`src/rtl/rom_seq_pkg.sv`:
```
// Shared definitions for the ROM sample sequencer: FSM state encoding and
// default widths matching the 1-bit music-signal block ROM.
package rom_seq_pkg;

   localparam int DEF_ADDR_WIDTH = 8;
   localparam int DEF_DATA_WIDTH = 1;
   localparam int DEF_DIV_WIDTH  = 16;

   typedef enum logic [1:0] {
      IDLE  = 2'd0,
      FETCH = 2'd1,
      LOAD  = 2'd2,
      HOLD  = 2'd3
   } seq_state_t;

endpackage

```
`src/rtl/rom_seq_hold_counter.sv`:
```
// Loadable down-counter that times the HOLD phase of each sample. It parks
// at zero so the FSM can use the zero flag as the end-of-hold condition.
module rom_seq_hold_counter
   import rom_seq_pkg::*;
#(
   parameter int WIDTH = DEF_DIV_WIDTH
) (
   input  logic             clk,
   input  logic             rst_n,
   input  logic             load,
   input  logic             enable,
   input  logic [WIDTH-1:0] load_value,
   output logic             zero
);

   logic [WIDTH-1:0] count;

   // Reload on request, otherwise count down while enabled and stop at zero.
   always_ff @(posedge clk or negedge rst_n) begin
      if (!rst_n) begin
         count <= '0;
      end else if (load) begin
         count <= load_value;
      end else if (enable && (count != '0)) begin
         count <= count - 1'b1;
      end
   end

   assign zero = (count == '0);

endmodule

```
`src/rtl/rom_sample_sequencer.sv`:
```
// Walks ROM addresses 0..len at a programmable period, absorbs the ROM's
// one-cycle read latency and holds each fetched bit as the output sample.
// Every sample costs FETCH + LOAD + (div+1) HOLD cycles.
module rom_sample_sequencer
   import rom_seq_pkg::*;
#(
   parameter int ADDR_WIDTH = DEF_ADDR_WIDTH,
   parameter int DATA_WIDTH = DEF_DATA_WIDTH,
   parameter int DIV_WIDTH  = DEF_DIV_WIDTH
) (
   input  logic                  clk,
   input  logic                  rst_n,
   input  logic                  start_i,
   input  logic                  stop_i,
   input  logic                  loop_i,
   input  logic [ADDR_WIDTH-1:0] len_i,
   input  logic [DIV_WIDTH-1:0]  div_i,
   output logic [ADDR_WIDTH-1:0] rom_addr_o,
   input  logic [DATA_WIDTH-1:0] rom_data_i,
   output logic [DATA_WIDTH-1:0] sample_o,
   output logic                  sample_valid_o,
   output logic                  busy_o,
   output logic                  done_o
);

   seq_state_t            state;
   logic [ADDR_WIDTH-1:0] len_q;
   logic [DIV_WIDTH-1:0]  div_q;
   logic                  loop_q;
   logic                  hold_load;
   logic                  hold_en;
   logic                  hold_zero;

   // The counter is armed as the sample is captured and runs through HOLD;
   // an abort suppresses both so nothing is left half-started.
   assign hold_load = (state == LOAD) && !stop_i;
   assign hold_en   = (state == HOLD) && !stop_i;

   rom_seq_hold_counter #(
      .WIDTH(DIV_WIDTH)
   ) u_hold_counter (
      .clk       (clk),
      .rst_n     (rst_n),
      .load      (hold_load),
      .enable    (hold_en),
      .load_value(div_q),
      .zero      (hold_zero)
   );

   // Playback FSM with registered outputs; an abort outranks every other
   // transition and drops straight back to a silent, address-zero IDLE.
   always_ff @(posedge clk or negedge rst_n) begin
      if (!rst_n) begin
         state          <= IDLE;
         len_q          <= '0;
         div_q          <= '0;
         loop_q         <= 1'b0;
         rom_addr_o     <= '0;
         sample_o       <= '0;
         sample_valid_o <= 1'b0;
         busy_o         <= 1'b0;
         done_o         <= 1'b0;
      end else begin
         sample_valid_o <= 1'b0;
         done_o         <= 1'b0;
         if (stop_i && (state != IDLE)) begin
            state      <= IDLE;
            busy_o     <= 1'b0;
            sample_o   <= '0;
            rom_addr_o <= '0;
         end else begin
            case (state)
               IDLE: begin
                  if (start_i && !stop_i) begin
                     len_q      <= len_i;
                     div_q      <= div_i;
                     loop_q     <= loop_i;
                     rom_addr_o <= '0;
                     busy_o     <= 1'b1;
                     state      <= FETCH;
                  end
               end
               FETCH: begin
                  state <= LOAD;
               end
               LOAD: begin
                  sample_o       <= rom_data_i;
                  sample_valid_o <= 1'b1;
                  state          <= HOLD;
               end
               HOLD: begin
                  if (hold_zero) begin
                     if (rom_addr_o != len_q) begin
                        rom_addr_o <= rom_addr_o + 1'b1;
                        state      <= FETCH;
                     end else if (loop_q) begin
                        rom_addr_o <= '0;
                        state      <= FETCH;
                     end else begin
                        done_o     <= 1'b1;
                        busy_o     <= 1'b0;
                        sample_o   <= '0;
                        rom_addr_o <= '0;
                        state      <= IDLE;
                     end
                  end
               end
               default: begin
                  state <= IDLE;
               end
            endcase
         end
      end
   end

endmodule

```
`config.mk`:
```
export PLATFORM = sky130hd
export DESIGN_NAME = rom_sample_sequencer
export DESIGN_NICKNAME = d
export VERILOG_FILES = /design/src/rtl/rom_seq_pkg.sv /design/src/rtl/rom_seq_hold_counter.sv /design/src/rtl/rom_sample_sequencer.sv
export SDC_FILE = /design/constraint.sdc
export NUM_CORES = 1
export LEC_CHECK = 0
export ABC_AREA = 1
export BUFFER_PORTS_ARGS = -buffer_cell sky130_fd_sc_hd__buf_4
export CORE_MARGIN = 3
export CORE_UTILIZATION = 49
export DETAILED_ROUTE_END_ITERATION = 8
export GPL_TIMING_DRIVEN = 0
export PLACE_DENSITY = 0.75
export SLEW_MARGIN = 20
export SYNTH_ARGS = -nofsm -noshare
export SYNTH_HDL_FRONTEND = slang
export SYNTH_SLANG_ARGS = --single-unit
```
`constraint.sdc`:
```
create_clock -name clk -period 4.1 [get_ports clk]
set_input_delay 0.205 -clock clk [delete_from_list [all_inputs] [get_ports clk]]
set_output_delay 0.205 -clock clk [all_outputs]
set_load 0.005 [all_outputs]
```
[After elaboration in Yosys (flattened, before gate mapping)]
Index checks and enable logic that the tools add are counted.
Word-level totals
  bits of input ports: 30
  register bits after elaboration: 55
  output and inout bits: 12
  logic and storage cells: 67
Cells by class
  muxes and demuxes: 28
  eq/ne operators: 8
  bitwise logic cells: 1
  add/subtract/negate cells: 2
  reduce and logical (&&, ||, !) cells: 18
Operators by type and width (number)
  16-bit 2-to-1 mux: 2
  8-bit 2-to-1 mux: 4
  16-bit zero test: 1
  8-bit case mux with 2 select lines: 1
  16-bit nonzero test: 1
  16-bit by 1-bit subtractor with 16-bit output (second input constant): 1
  1-bit 2-to-1 mux: 15
  8-bit by 1-bit adder with 8-bit output (second input constant): 1
  8-bit != test: 1
  2-bit case mux with 4 select lines: 1
  2-bit 2-to-1 mux: 3
  3-bit by 2-bit != test with 1-bit output (second input constant): 2
  3-bit != test (second input constant): 2
  3-bit AND reduction: 2
  3-bit nonzero test: 2
  1-bit logical AND: 5
  5-bit AND reduction: 1
  2-bit == test (second input constant): 2
  1-bit case mux with 2 select lines: 2
  4-bit AND reduction: 1
  2-bit nonzero test: 2
  2-bit by 1-bit == test with 1-bit output (second input constant): 1
  2-bit zero test: 1
  2-bit AND reduction: 1
  2 further kinds: 2

[Depth between registers and ports, before layout]
  word-level depth: 5
  gate-level depth with buffers: 11
  depth with buffers taken out: 11

[Hierarchy]
From an unflattened synthesis, not the netlist that was laid out.
Second synthesis, totals
  cell total of the unflattened synthesis: 382
  area total of the unflattened synthesis: 3138.0 sq um
By module, submodules not included
  rom_sample_sequencer: times used 1, cells an instance 199, area an instance 1883.1 sq um
  rom_seq_hold_counter: times used 1, cells an instance 183, area an instance 1255.0 sq um

[Worst setup path after synthesis]
OpenSTA, ideal clock, no wires.
  path type: flip-flop to flip-flop
  start: reg state[0]
  end: reg state[0]
  period minus slack after synthesis: 1.605 ns
  library setup time: 0.116 ns
  required time: 3.984 ns
  arrival time: 1.489 ns
  cell stages (with the launch flop): 12
  setup slack: 2.495 ns
  cell sequence: dfrtp_1 inv_1 ha_1 inv_1 nand2_2 inv_1 nor2_4 nand2_2 nand3_1 inv_1 nand2_1 nand2_1
On the way
  longest elaborated chain between the ends: 4
  elaborated cells between the ends (all ways): 11
  classes of those cells: eq/ne: 5; mux: 2; reduce/logical: 4
RTL lines
  start: declaration: RTL line rom_sample_sequencer.sv:26  | seq_state_t state;
  start signal: assignment: RTL line rom_sample_sequencer.sv:54  | state <= IDLE;
  start signal: assignment: RTL line rom_sample_sequencer.sv:67  | state <= IDLE;
  start signal: assignment: RTL line rom_sample_sequencer.sv:80  | state <= FETCH;
  2-bit nonzero test: RTL line rom_sample_sequencer.sv:66  | if (stop_i && (state != IDLE)) begin
  1-bit logical AND: RTL line rom_sample_sequencer.sv:66
  3-bit != test (no source line) or 3-bit by 2-bit != test with 1-bit output (tied branches)
  2-bit AND reduction (no source line)
Several ways; a longest one is shown, not always the timed one.
A chain may end at the register's enable or synchronous reset.

[Worst setup path in the final report]
Same ends and word-level chain as after synthesis.

==> results.toml <==
[status]
outcome = "complete, no violations"

[placed_design]
dp_hpwl_um = 4740
routabilityCongestion = 0.857
io_buffers = 41
placed_area_um2 = 3500

[floorplanning]
num_rows = 28
ios = 42
die_w_um = 85.6
start_util = 0.515
die_h_um = 85.6
core_area_um2 = 6030
fp.dieArea_um2 = 7320

[logic_synthesis]
synth_top_area_frac = 0.444
synth-seq-cells = 55
syn-cell-area_um2 = 3100
ys_types = 25
synth-main-ff-cell = "dfrtp_1"
yosysMostFrequentCell = "nand2_1"
yosys.area.top_type = "dfrtp_1"
synth_nets = 417
netlist_top_cells_count = "nand2_1, dfrtp_1, inv_1"
ys_warn_count = 0
syn_inst = 381
async_flop_share = 1.00
yosysSeqAreaShare = 0.444
avgSynthCellArea_um2 = 8.14
synth_edf_count = 0
yosys-top-cells-area = "dfrtp_1, nand2_1, mux2_2, inv_1, nand3_1"

[critical_path]
path_max_fanout = 10
path_class = "register to register"
r2r_end = "state[0]"
startpoint_type = "register"
startpoint = "state[0]"
worst_ep_arrival_time_ps = 2090
cp-end-kind = "register"
crit_end = "state[0]"
ff2ff_setup_slack_ps = 2220
worstReg2RegStart = "state[0]"
ff2ff_path_depth = 11
crit_required_ps = 4310

[clock_network]
cts_inserted_buffers = 5
tritoncts = "built"
htree_num_levels = 2
cts_buffer_depth = 2
ctsRootBufferMaster = "clkbuf_8"
cts_resized = 0
clkLatencyLatePin_ps = 310
path_clk_slew_ps = 90
cts_sinks = 55

[timing]
slew_viol_final = 0
period_share = 0.458
setup_viol = 0
max_slew_margin = 0.533
clock.fmax_mhz = 532
rsz0062_at_grt = "false"
finalSetupTns_ps = 0
worst_pin_slew_ps = 701
skew_ps = 5.22
post-route-min-period_ps = 1880
hold_violations = 0

[routing]
num_vias = 2546
wl_per_cell_um = 12.5
wirelength_um = 6320
final_antenna_net_count = 0
drc_errors = 0
drtIter0Drc = 111
vias_per_cell = 5.03
drtPass1Iterations = 4

[global_routing]
gr-total-overflow = 0
track_usage = 0.187
antenna_found_initial = 0
grt_pass1_vias = 2467
grt_pass1_wl_um = 11000
grt_max_degree = 56

[final_layout]
syn_to_final_growth_pct = 16.5
drive_above_1_share = 0.220
fin_nets = 466
diodes = 0
design_area_um2 = 3610

[power]
swShare = 0.408
power.switching_w = 0.000934
pwr-share-seq = 0.400
combPwrFrac = 0.457
power_per_cell_area_nw_per_um2 = 633
internal_power_w = 0.00135
clkPwrFrac = 0.143
vdd_drop_max_mv = 0.374
leakagePower_nw = 1.80

[run]
maxCapViolCount = 0

[min_path]
hold_class = "primary input to register"
==> state kept, by name, summed over array words and instances, names as in the netlist <==
signal                flops
div_q                    16
u_hold_counter.count     16
len_q                     8
rom_addr_o                8
state                     2
busy_o                    1
done_o                    1
loop_q                    1
sample_o                  1
sample_valid_o            1
==> layout by cell type, fill, tap and decap left out <==
cell type        n
a21oi_1         11
a21oi_4          1
buf_2            4
buf_4           41
buf_6            1
clkbuf_1         3
clkbuf_8         7
dfrtp_1         55
dlygate4sd3_1    1
ha_1             6
inv_1           48
inv_2            2
mux2_2          18
nand2_1        108
nand2_2          6
nand2_4          1
nand3_1         33
nand3_4          2
nand4_1          7
nor2_1          34
nor2_2           2
nor2_4           4
nor3_1           1
nor4_1           3
o21ai_0         10
o21ai_2          6
xnor2_1          6
xor2_1          10
==> critical path, stage by stage (launching register included) <==
cell	delay (ps)
dfrtp_1	430
inv_1	130
ha_1	240
inv_1	70
nand2_2	120
inv_1	130
nor2_4	210
nand2_2	170
nand3_1	110
inv_1	60
nand2_1	60
nand2_1	40
==> routing by layer <==
| metal | part of all wire | global-route usage |
|---|---|---|
| met3 | 0.036 | 0.0403 |
| met2 | 0.48 | 0.297 |
| met4 | 0.014 | 0.0576 |
| met5 | 0 | 0 |
| met1 | 0.47 | 0.256 |
==> repair_timing <==
item / CTS / global route
setup buffers: 0 / 0
endpoints found under the hold margin: 55 / 0
hold buffers: 1 / 0
==> final cells by class <==
| class | count | area (um^2) |
|---|---|---|
| Tap cell | 75 | 93.8 |
| Inverter | 50 | 188 |
| Buffer | 7 | 38.8 |
| Fill cell | 544 | 2410 |
| Sequential cell | 55 | 1380 |
| Timing Repair Buffer | 42 | 318 |
| Clock buffer | 8 | 100 |
| Multi-Input combinational cell | 269 | 1500 |
==> how the worst min path moves through the flow <==
stage,end,slack [ps],startpoint,depth (start not counted)
2_1_floorplan,busy_o,-90,rst_n,0
3_3_place_gp,div_q[8],300,rst_n,1
3_5_place_dp,div_q[9],300,rst_n,1
4_1_cts,div_q[8],120,div_i[8],2
5_1_grt,div_q[12],100,div_i[12],2
6_report,div_q[6],120,div_i[6],2
==> kinds of logic after synthesis <==
kind of cell,share of synthesized area
xor gates and xnor gates,0.0452
AOI/OAI and AO/OA,0.0561
DFF,0.444
buffers and inverters,0.0730
and+or+nand+nor,0.292
adders and majority gates,0.0242
muxes,0.0653
==> power by group through the flow <==
| stage | registers [W] | clock network [W] | logic (W) |
|---|---|---|---|
| floorplan | 0.000882 | 0 | 0.000837 |
| global placement | 0.000911 | 0 | 0.00101 |
| detailed placement | 0.000923 | 0 | 0.00105 |
| CTS | 0.000915 | 0.000334 | 0.00105 |
| global route | 0.000944 | 0.000362 | 0.00120 |
| finish | 0.000915 | 0.000327 | 0.00105 |
==> metrics by stage <==
| stage | utilization | power, W | instances | worst slack, ps | hold slack (ps) |
|---|---|---|---|---|---|
| 2_1_floorplan | - | 0.00172 | 381 | 2490 | -90.6 |
| 3_3_place_gp | 0.581 | 0.00192 | 497 | 2280 | 298 |
| 3_5_place_dp | 0.581 | 0.00197 | 497 | 2260 | 300 |
| 4_1_cts | 0.600 | 0.00230 | 506 | 2240 | 115 |
| 5_1_grt | 0.600 | 0.00251 | 506 | 2060 | 102 |
| 6_report | 0.600 | 0.00229 | 506 | 2220 | 118 |
No activity file was read; power rests on OpenSTA's default activity.
